## config.mk

```make
export PLATFORM = sky130hd
export DESIGN_NAME = gf_div
export DESIGN_NICKNAME = d
export VERILOG_FILES = /design/src/rtl/piccolo_gf_pkg.sv /design/src/rtl/gf_mul_serial.sv /design/src/rtl/gf_div.sv
export SDC_FILE = /design/constraint.sdc
export NUM_CORES = 1
export LEC_CHECK = 0
export CORE_AREA = 2 2 82 76
export DETAILED_ROUTE_END_ITERATION = 10
export DIE_AREA = 0 0 84 78
export DONT_BUFFER_PORTS = 1
export PLACE_DENSITY = 0.65
export SLEW_MARGIN = 20
export SYNTH_ARGS = -nofsm -noshare
export SYNTH_HDL_FRONTEND = slang
export SYNTH_HIERARCHICAL = 1
export SYNTH_SLANG_ARGS = --single-unit
```

## constraint.sdc

```tcl
create_clock -name clk -period 4.9 [get_ports clk]
set_input_delay 0.98 -clock clk [delete_from_list [all_inputs] [get_ports clk]]
set_output_delay 0.98 -clock clk [all_outputs]
set_load 0.02 [all_outputs]
```

## src/rtl/piccolo_gf_pkg.sv

```systemverilog
// piccolo_gf_pkg: shared GF(2^4) types, field polynomial and FSM states
package piccolo_gf_pkg;
    localparam logic [3:0] POLY_DEFAULT = 4'h3;
    typedef logic [3:0] gf4_t;
    typedef enum logic [2:0] {IDLE, SQ2, SQ4, SQ8, M6, M14, MA, DONE} state_t;
    function automatic gf4_t xtime(input gf4_t a, input gf4_t poly);
        return {a[2:0], 1'b0} ^ (a[3] ? poly : 4'h0);
    endfunction
endpackage

```

## src/rtl/gf_mul_serial.sv

```systemverilog
// gf_mul_serial: 4-cycle bit-serial GF(2^4) shift-add multiplier
module gf_mul_serial import piccolo_gf_pkg::*; #(
    parameter gf4_t POLY = POLY_DEFAULT
) (
    input  logic clk,
    input  logic rst,
    input  logic load,
    input  logic step,
    input  gf4_t a_in,
    input  gf4_t b_in,
    output gf4_t product
);
    gf4_t a, b, g;
    // accumulator including the iteration in flight; complete after three steps and stays so after four
    assign product = g ^ (b[0] ? a : 4'h0);
    // load clears the accumulator, step runs one shift-add iteration
    always_ff @(posedge clk or posedge rst) begin
        if (rst) begin
            a <= '0;
            b <= '0;
            g <= '0;
        end else if (load) begin
            a <= a_in;
            b <= b_in;
            g <= '0;
        end else if (step) begin
            g <= product;
            a <= xtime(a, POLY);
            b <= b >> 1;
        end
    end
endmodule

```

## src/rtl/gf_div.sv

```systemverilog
// gf_div: sequential GF(2^4) divider, result = A * B^14 via one reused serial multiplier
module gf_div import piccolo_gf_pkg::*; #(
    parameter gf4_t POLY = POLY_DEFAULT
) (
    input  logic       clk,
    input  logic       rst,
    input  logic       start,
    input  logic [3:0] A,
    input  logic [3:0] B,
    output logic       busy,
    output logic       done,
    output logic [3:0] result,
    output logic       div_zero
);
    state_t     state, state_nx;
    logic [1:0] cnt;
    gf4_t       a_q, b_q, b2, b4, b8, p, prod, op_a, op_b, res_q;
    logic       accept, mul_state, last, load, step, done_q, dz_q;

    assign accept    = state == IDLE && start;
    assign mul_state = state != IDLE && state != DONE;
    assign last      = mul_state && cnt == 2'd3;
    // the fourth iteration of each multiply is taken from product while the next multiply loads
    assign load      = accept || (last && state != MA);
    assign step      = mul_state && !last;
    assign done      = done_q;
    assign result    = res_q;
    assign div_zero  = dz_q;

    gf_mul_serial #(.POLY(POLY)) u_mul (
        .clk     (clk),
        .rst     (rst),
        .load    (load),
        .step    (step),
        .a_in    (op_a),
        .b_in    (op_b),
        .product (prod)
    );

    // state register and per-multiply cycle counter
    always_ff @(posedge clk or posedge rst) begin
        if (rst) begin
            state <= IDLE;
            cnt   <= '0;
        end else begin
            state <= state_nx;
            cnt   <= mul_state ? cnt + 2'd1 : 2'd0;
        end
    end

    // next state: zero divisor skips straight to DONE, multiplies advance every fourth cycle
    always_comb begin
        state_nx = state;
        case (state)
            IDLE:    if (start) state_nx = (B == 4'h0) ? DONE : SQ2;
            DONE:    state_nx = IDLE;
            default: if (cnt == 2'd3) state_nx = state_t'(state + 3'd1);
        endcase
    end

    // outputs: busy flag and operands for the multiply being loaded
    always_comb begin
        busy = state != IDLE;
        op_a = prod;
        op_b = prod;
        case (state)
            IDLE: begin
                op_a = B;
                op_b = B;
            end
            SQ8: begin
                op_a = b2;
                op_b = b4;
            end
            M6:      op_b = b8;
            M14:     op_a = a_q;
            default: ;
        endcase
    end

    // operand latches, intermediate powers and registered results
    always_ff @(posedge clk or posedge rst) begin
        if (rst) begin
            a_q    <= '0;
            b_q    <= '0;
            b2     <= '0;
            b4     <= '0;
            b8     <= '0;
            p      <= '0;
            res_q  <= '0;
            dz_q   <= 1'b0;
            done_q <= 1'b0;
        end else begin
            done_q <= state == DONE;
            if (accept) begin
                a_q <= A;
                b_q <= B;
            end
            if (last && state == SQ2) b2 <= prod;
            if (last && state == SQ4) b4 <= prod;
            if (last && state == SQ8) b8 <= prod;
            if (last && state == MA) p <= prod;
            if (state == DONE) begin
                res_q <= (b_q == 4'h0) ? 4'h0 : p;
                dz_q  <= b_q == 4'h0;
            end
        end
    end
endmodule

```

Word level (Yosys, flattened, before mapping)
Cells that the tools add are included.

cells by class
  reductions and logical operators = 18
  add/subtract/negate cells = 2
  muxes and demuxes = 16
  equal/unequal tests = 11
  divide/modulo/power cells = 0
  bitwise operators = 2
  magnitude comparators = 0
  shift-type cells = 0
  multiply operators = 0

operators by type and width
  operator                                       count
  two-way mux 4 bit                              8
  one-hot mux 4 bit (3 select lines)             2
  == test 3 bit, second input constant           4
  logical AND 1 bit                              9
  two-way mux 3 bit                              3
  zero test 4 bit                                2
  bitwise XOR 4 bit                              2
  == test 3 x 2 -> 1 bit, second input constant  2
  inequality test 3 bit, second input constant   2
  one-hot mux 3 bit (2 select lines)             1
  nonzero test 3 bit                             2
  two-way mux 2 bit                              2
  adder 3 x 1 -> 3 bit, second input constant    1
  == test 3 x 1 -> 1 bit, second input constant  1
  zero test 3 bit                                1
  adder 2 x 1 -> 2 bit, second input constant    1
  == test 2 bit, second input constant           1
  inequality test 2 bit, second input constant   1
  AND reduction 2 bit                            1
  nonzero test 2 bit                             1
  zero test 1 bit                                1
  logical OR 1 bit                               1

word-level totals
  memories = 0
  RAM bits = 0
  word-level logic and storage cells = 63
  bits in latches = 0
  bits in read-only memories = 0
  bits in registers = 47

Longest topological paths before layout
Gate-level depths: netlist (run 1).

  word-level depth = 7
  depth in mapped cells = 10
  depth with buffers taken out = 7

Modules after synthesis
Netlist (run 1), hierarchy kept.

by module, submodules not included
  module         area an instance (um^2)  sequential area each (um^2)  cells an instance  times used
  gf_div         1,820.5                  875.8                        148                1
  gf_mul_serial  670.6                    300.3                        67                 1

Worst setup path after synthesis (run 1)
No wires, ideal clock.

  path type = reg2out
  start point = reg state[0]
  end point = out busy
  data arrival time = 1.117 ns
  required time = 3.920 ns
  slack = 2.803 ns
  stages on the path, launching flop included = 6
  path through = dfrtp_1 inv_1 ha_1 and2b_1 buf_2 inv_2

between the ends
  longest elaborated chain between the ends = 1

ends and longest elaborated chain
  element                 line          RTL
  from (decl)             gf_div.sv:15  state_t state, state_nx;
  from (signal assigned)  gf_div.sv:46  state <= state_nx;
  nonzero test 3 bit      gf_div.sv:63  busy = state != IDLE;
  to (decl)               gf_div.sv:10  output logic busy,

No other way between the ends.

Final worst setup path (run 1)
Ends and elaborated chain as after synthesis.

==> results of run 1 <==
==> sequential cells by signal, summed over array words and instances, names as in the netlist <==
signal and count:
a_q 4, b2 4, b4 4, b8 4, b_q 4, cnt 2, div_zero 1, done 1
p 4, result 4, state 3, u_mul/a 4, u_mul/b 4, u_mul/g 4
==> final timing paths <==
check	slack (ps)	startpoint	cells past startpoint	to
hold reg to reg	450	cnt[0]	1	cnt[0]
max in group asynchronous	3920	rst	2	b2[0]
setup / recovery	2100	state[0]	4	busy
setup reg to reg	2220	state[2]	5	u_mul/a[1]
min in group asynchronous	570	rst	1	u_mul/g[3]
hold / removal	450	cnt[0]	1	cnt[0]
==> logic make-up (layout without fill, tap and decap cells) <==
logic type | count (synthesis) | in the layout | synth area share (%)
AOI/OAI and AO/OA | 32 | 32 | 9.49
xor gates and xnor gates | 5 | 5 | 1.76
adders and majority gates | 7 | 7 | 3.52
buffers and inverters | 19 | 19 | 4.07
DFF | 47 | 47 | 47.2
muxes | 46 | 46 | 21.4
and+or+nand+nor | 59 | 59 | 12.6
==> power by group through the flow <==
stage | Sequential (mW) | Clock, mW | Combinational [mW]
2_1_floorplan | 0.547 | 0 | 0.532
3_3_place_gp | 0.587 | 0 | 0.566
3_5_place_dp | 0.591 | 0 | 0.572
4_1_cts | 0.583 | 0.263 | 0.574
5_1_grt | 0.600 | 0.282 | 0.641
6_report | 0.584 | 0.255 | 0.572
==> final cells by class <==
class	instances	area share [%]
Multi-Input combinational cell	149	46.3
Inverter	10	1.52
Tap cell	70	3.33
Sequential cell	47	44.8
Timing Repair Buffer	1	0.286
Clock buffer	8	3.81
==> layer usage <==
metal / share of wire [%] / wire length, um / vias to the layer above
met2: 43 / 2050 / 20
met1: 52 / 2490 / 762
li1: - / - / 758
met3: 2.8 / 133 / 6
met4: 1.7 / 82 / 0
met5: 0 / 0 / -
==> cells in the final DEF (no fill, tap or decap), drive strengths merged <==
cell and count:
a221o 6, or3 1, mux2 37, o21ai 12, nor2 12, nor2b 4
clkbuf 8, inv 10, o2bb2a 1, nor3b 1, or4 1, o41a 1
ha 7, o22ai 1, mux2i 9, xnor2 5, nand2b 2, and2b 1
a22o 6, a32oi 1, o211ai 1, and2 2, and3 4, dfrtp 47
a21oi 3, or3b 1, nand3 6, nor3 2, nand2 22, buf 1
==> results.ini, run 1 <==
[run_status]
status = finished, final reports clean

[synth]
syn_nets = 233
synth.distinct_cells = 41
synth_seq_area_share_pct = 47.2
ys_ff_latch = 47
synth_top_cell_by_area = dfrtp_1
async_flop_share_pct = 100
synth_common_cells = 47 x dfrtp_1, 22 x mux2_1, 21 x nand2_1
syn-cell-area_mm2 = 0.00249
synthTopCellsByArea = dfrtp_1 47%, mux2_1 9.9%, mux2_2 4.1%
netlist_instances = 215
synth_edf_count = 0
synth_top_area_share_pct = 47.2
ys.flop_type = dfrtp_1
avgSynthCellArea_um2 = 11.6
yosys_warnings = 6
yosysMostFrequentCell = dfrtp_1

[global_route]
grt_pass1_vias = 1544
use_met3_pct = 4.89
antenna_found_initial = 0
use_met1_pct = 23.2
busiest_layer = met1
grt_first_pass_wirelength_um = 8070
grt_usage_pct = 15.9
gr-total-overflow = 0
grt_max_degree = 36
globalRouteMet2Util_pct = 21.7

[floorplanning]
core_mm2 = 0.00563
die_x_um = 84
die_h_um = 78
num_rows = 26
initial_core_util_pct = 44.3
ios = 18
die_area_mm2 = 0.00655

[power]
comb_power_share_pct = 40.5
internal_power_mw = 0.866
vdd_drop_max_v = 0.000336
power.total_mw = 1.41
clkPwrFrac_pct = 18.1
p_leak_nw = 1.24
p_switching_mw = 0.546
powerDensity_mw_per_mm2 = 537
p_seq_share_pct = 41.4
swShare_pct = 38.6

[clock_network]
tritoncts = done
numCtsBuffers = 5
clk_pin_slew_ps = 80
cts_resized = 0
worstSkewPairLatency_ps = 300
h-tree-depth = 2
cts_sinks = 47
root_buffer = clkbuf_8
post-cts-setup-buffer-count = 0
cts.path.max_buffers = 2
cts_hold_buffers = 0

[sta]
fin_crit_ps = 2800
fin_crit_sh_pct = 57.1
fin_tns_setup_ps = 0
hold_viol_final = 0
whs_ps = 454
max_freq_mhz = 357
drv_slew = 0
tightest_slew_ps = 823
rsz0062_at_grt = false
clock_skew_ps = 5.34
fin_ws_ps = 2100
finalSetupViolCount = 0
relSlewSlack_pct = 44.8

[setup_path]
worstSetupPathType = reg -> out
crit_path_max_fanout = 14
arrival_ps = 1820
cp_slowest_cell = ha_1
slowest_delay_ps = 480
path_delay_family = adder cells
cp.required_ps = 3920
crit_buf_inv = 2
crit_path_end_kind = output pin
crit_path_start_kind = flop
worstPathCellList = inv_1 > ha_1 > and2b_1 > inv_2

[final_layout]
stdcell_count = 285
syn_to_final_growth_pct = 5.47
final_area_mm2 = 0.00263
post-route-util_pct = 46.7
fill_cells = 516
multi_input_area_mm2 = 0.00122
final_nets = 232
register_area_mm2 = 0.00118
drive_gt1_share_pct = 17.2
n_antenna_cell = 0

[placed_design]
io_buffer_count = 0
preCtsSetupSlack_ps = 2190
place_inst = 277
dpl-instance-area_mm2 = 0.00252
hpwl_um = 3310
gp_congestion = 0.770

[min_path]
hp-class = reg -> reg

[drt]
drc = 0
drtIter0Drc = 140
ant_nets = 0
dr_total_vias = 1546
via_per_inst = 5.42
routed_wirelength_um = 4760
wl_per_cell_um = 16.7
firstDrtPassIters = 4

[flow_run]
max_cap_violations = 0

(Power assumes the default switching activity.)
==> run 2: changes to the inputs <==
clock period = 2.7 ns   (was 4.9 ns; I/O delays follow)
==> results.ini, run 2 (synthesized netlist as in run 1, its figures left out) <==
[sta]
fin_crit_ps = 2100
whs_ps = 119
finalSetupViolCount = 0
fin_crit_sh_pct = 77.9
relSlewSlack_pct = 47.4
tightest_slew_ps = 783
fin_tns_setup_ps = 0
drv_slew = 0
hold_viol_final = 0
max_freq_mhz = 475
clock_skew_ps = 4.02
rsz0062_at_grt = false

[drt]
routed_wirelength_um = 4890
firstDrtPassIters = 4
dr_total_vias = 1575
ant_nets = 0
via_per_inst = 5.39
wl_per_cell_um = 16.8
drtIter0Drc = 83
drc = 0

[clock_network]
cts_resized = 0
tritoncts = done
cts.path.max_buffers = 2
cts_hold_buffers = 0
numCtsBuffers = 5
post-cts-setup-buffer-count = 0
clk_pin_slew_ps = 90
cts_sinks = 47
worstSkewPairLatency_ps = 310
h-tree-depth = 2
root_buffer = clkbuf_8

[global_route]
grt_pass1_vias = 1635
antenna_found_initial = 0
grt_first_pass_wirelength_um = 8350
gr-total-overflow = 0
grt_usage_pct = 16.8
grt_max_degree = 16

[min_path]
hp-class = in -> async

[setup_path]
crit_buf_inv = 0
slowest_delay_ps = 420
arrival_ps = 2300
crit_path_max_fanout = 10
crit_path_end_kind = flop
crit_path_start_kind = flop
crit_path_start = state[0]
cp.required_ps = 2900
path_delay_family = compound AO/OA/AOI/OAI gates
r2r_cells = 7
worstPathCellList = ha_1 > ha_1 > a22o_1 > a22o_1 > a221o_1 > nand2_1 > o21ai_0
worst-path-stages = 7
worstSetupPathType = reg -> reg
r2r_start = state[0]
cp_slowest_cell = dfrtp_1

[final_layout]
n_antenna_cell = 0
final_common_cell = dfrtp_1
syn_to_final_growth_pct = 8.94
drive_gt1_share_pct = 19.8
post-route-util_pct = 48.2
mostFrequentLayoutCells = 47 x dfrtp_1, 22 x mux2_1, 21 x nand2_1
final_nets = 239
fill_cells = 492

[power]
p_switching_mw = 1.02
powerDensity_mw_per_mm2 = 1030
internal_power_mw = 1.76
clkPwrFrac_pct = 22.2
vdd_drop_max_v = 0.000608
swShare_pct = 36.7
comb_power_share_pct = 40.4
p_seq_share_pct = 37.4
p_leak_nw = 1.29

[placed_design]
gp_congestion = 0.812
io_buffer_count = 0
hpwl_um = 3570

[floorplanning]
core_mm2 = 0.00563
ios = 18
die_area_mm2 = 0.00655
initial_core_util_pct = 44.3
num_rows = 26
die_h_um = 78
die_x_um = 84

[flow_run]
max_cap_violations = 0

[run_status]
status = finished, final reports clean

-- run 2: cell count changes in the layout (fill, tap and decap cells not counted) --
| cell | change |
|---|---|
| nor2_1 | +1 |
| clkinvlp_4 | +1 |
| clkbuf_1 | -1 |
| nor2_2 | -1 |
| buf_4 | +7 |
| clkbuf_8 | -2 |
| bufinv_16 | +2 |
-- run 2: layout make-up --
class | instances | area [um^2] | share of cell area (%)
inverter | 10 | 40.0 | 1.48
timing repair buffer | 8 | 60.1 | 2.21
sequential | 47 | 1180 | 43.3
clock inverter | 3 | 67.6 | 2.49
clock buffer | 5 | 68.8 | 2.54
tap | 70 | 87.6 | 3.23
multi-input combinational | 149 | 1210 | 44.7
-- run 2: per-stage QoR --
step	setup slack [ps]	total power, mW	instances	area, um^2
floorplan	688	1.96	215	2490
global placement	640	2.17	284	2580
detailed placement	615	2.18	284	2580
CTS	596	2.80	292	2710
global route	391	2.98	292	2710
finish	596	2.78	292	2710
-- run 2: final timing paths --
check	slack [ps]	endpoint
worst max-delay path	600	u_mul/b[2]
worst min-delay path	120	u_mul/b[2]
worst max register to register	600	u_mul/b[2]
worst min register to register	440	cnt[0]
min in group clk	360	a_q[0]
max in group asynchronous	1950	a_q[3]
-- run 2: metal layers --
layer / global-route usage [%] / up-vias / share of wire [%] / wire length, um
met5: 0 / - / 0 / 0
li1: - / 771 / - / -
met1: 23.9 / 765 / 52 / 2550
met4: 9.19 / 0 / 2.6 / 126
met3: 3.30 / 12 / 3.1 / 150
met2: 23.8 / 27 / 42 / 2070
-- run 2: power groups by stage --
stage               Sequential (mW)  Clock (mW)  Combinational [mW]
floorplan                     0.993           0               0.965
global placement               1.05           0                1.12
detailed placement             1.06           0                1.13
CTS                            1.04       0.629                1.13
global route                   1.07       0.658                1.26
finish                         1.04       0.618                1.12
==> run 3: changes to the inputs <==
clock period = 2 ns   (was 2.7 ns; I/O delays follow)
==> results.ini, run 3 (synthesized netlist as in run 1, its figures left out) <==
[setup_path]
crit_path_max_fanout = 13
cp_slowest_cell = dfrtp_1
worstSetupPathType = reg -> reg
cp.required_ps = 2190
slowest_delay_ps = 420
arrival_ps = 2100
crit_path_end_kind = flop
worstPathCellList = ha_2 > buf_4 > mux2_2 > nor2_2 > buf_12 > nand3_2 > mux2_4
crit_path_start_kind = flop

[floorplanning]
num_rows = 26
initial_core_util_pct = 44.3
core_mm2 = 0.00563
die_x_um = 84
ios = 18
die_h_um = 78
die_area_mm2 = 0.00655

[sta]
fin_tns_setup_ps = 0
relSlewSlack_pct = 67.4
fin_ws_ps = 94.3
rsz0062_at_grt = false
drv_slew = 0
whs_ps = -4.25
max_freq_mhz = 525
tightest_slew_ps = 488
hold_viol_final = 8
clock_skew_ps = 4.40
finalSetupViolCount = 0
fin_crit_sh_pct = 95.3
fin_crit_ps = 1910

[power]
powerDensity_mw_per_mm2 = 1370
power.total_mw = 3.83
p_leak_nw = 1.33
vdd_drop_max_v = 0.000920

[clock_network]
tritoncts = done
root_buffer = clkbuf_8
clk_pin_slew_ps = 80
h-tree-depth = 2
cts_sinks = 47
worstSkewPairLatency_ps = 300
numCtsBuffers = 5
cts.path.max_buffers = 2
cts_hold_buffers = 0

[global_route]
grt_max_degree = 36
grt_first_pass_wirelength_um = 8510
antenna_found_initial = 0
gr-total-overflow = 0
grt_usage_pct = 16.5
grt_pass1_vias = 1671

[drt]
firstDrtPassIters = 4
drtIter0Drc = 80
routed_wirelength_um = 4820
drc = 0
via_per_inst = 5.49
wl_per_cell_um = 16.0
ant_nets = 0
dr_total_vias = 1651

[final_layout]
n_antenna_cell = 0
final_nets = 248
final_common_cell = dfrtp_1
syn_to_final_growth_pct = 11.9
final_area_mm2 = 0.00279
mostFrequentLayoutCells = 47 x dfrtp_1, 22 x mux2_1, 21 x nand2_1
drive_gt1_share_pct = 25.1

[placed_design]
dpl-instance-area_mm2 = 0.00266
preCtsSetupSlack_ps = 71.2
gp_congestion = 0.845
io_buffer_count = 0
hpwl_um = 3560

[run_status]
status = finished with violations
violations = hold timing

[flow_run]
max_cap_violations = 0

[min_path]
hp-class = in -> async

==> run 3: metal layers <==
metal	routed length, um	part of all wire, %	global-route usage (%)	vias to the layer above
met3	198	4.1	4.47	9
met1	2380	49	23.4	830
met4	80	1.7	5.00	0
met2	2160	45	24.6	29
li1	-	-	-	783
met5	0	0	0	-
==> run 3: worst max-delay path, delay by kind of cell (launching register included) <==
family | cells | cell delay [ps]
fa+ha+maj | 1 | 210
buf+inv | 2 | 330
simple gates | 2 | 220
mux | 2 | 610
flops | 1 | 420
==> run 3: timing repair <==
| action | in CTS | in global routing |
|---|---|---|
| setup buffers | 0 | 1 |
| gates resized for setup | 0 | 3 |
| setup endpoints to repair | 0 | 9 |
==> run 3: path summary, 6_finish.rpt <==
kind                          start          to  slack, ps  depth (start not counted)
min in group clk               B[0]      b_q[0]        220                          1
hold reg to reg              cnt[0]      cnt[0]        440                          1
setup / recovery           state[0]  u_mul/g[0]         90                          7
setup reg to reg           state[0]  u_mul/g[0]         90                          7
max in group asynchronous       rst       b2[1]       1610                          2
hold / removal                  rst  u_mul/g[3]         -4                          1
==> run 3: power breakdown <==
group | total (mW) | leakage, nW | internal, mW | switching [mW]
clock | 0.727 | 0.0612 | 0.405 | 0.323
combinational | 1.73 | 0.647 | 0.824 | 0.904
sequential | 1.38 | 0.625 | 1.19 | 0.185
==> run 3: layout make-up <==
cell class,count,area [um^2]
clock buffer,6,82.6
clock inverter,2,35.0
fill,519,2840
inverter,10,40.0
multi-input combinational,149,1230
sequential,47,1180
tap,70,87.6
timing repair buffer,17,140
==> run 3: stage by stage <==
step                      utilization [%]  instances  hold slack, ps
final                                49.5        301           -4.25
after CTS                            49.3        300            4.05
after floorplan                         -        215             265
after global routing                 49.5        301            20.7
after detailed placement             47.2        292             330
after global placement               47.2        292             334
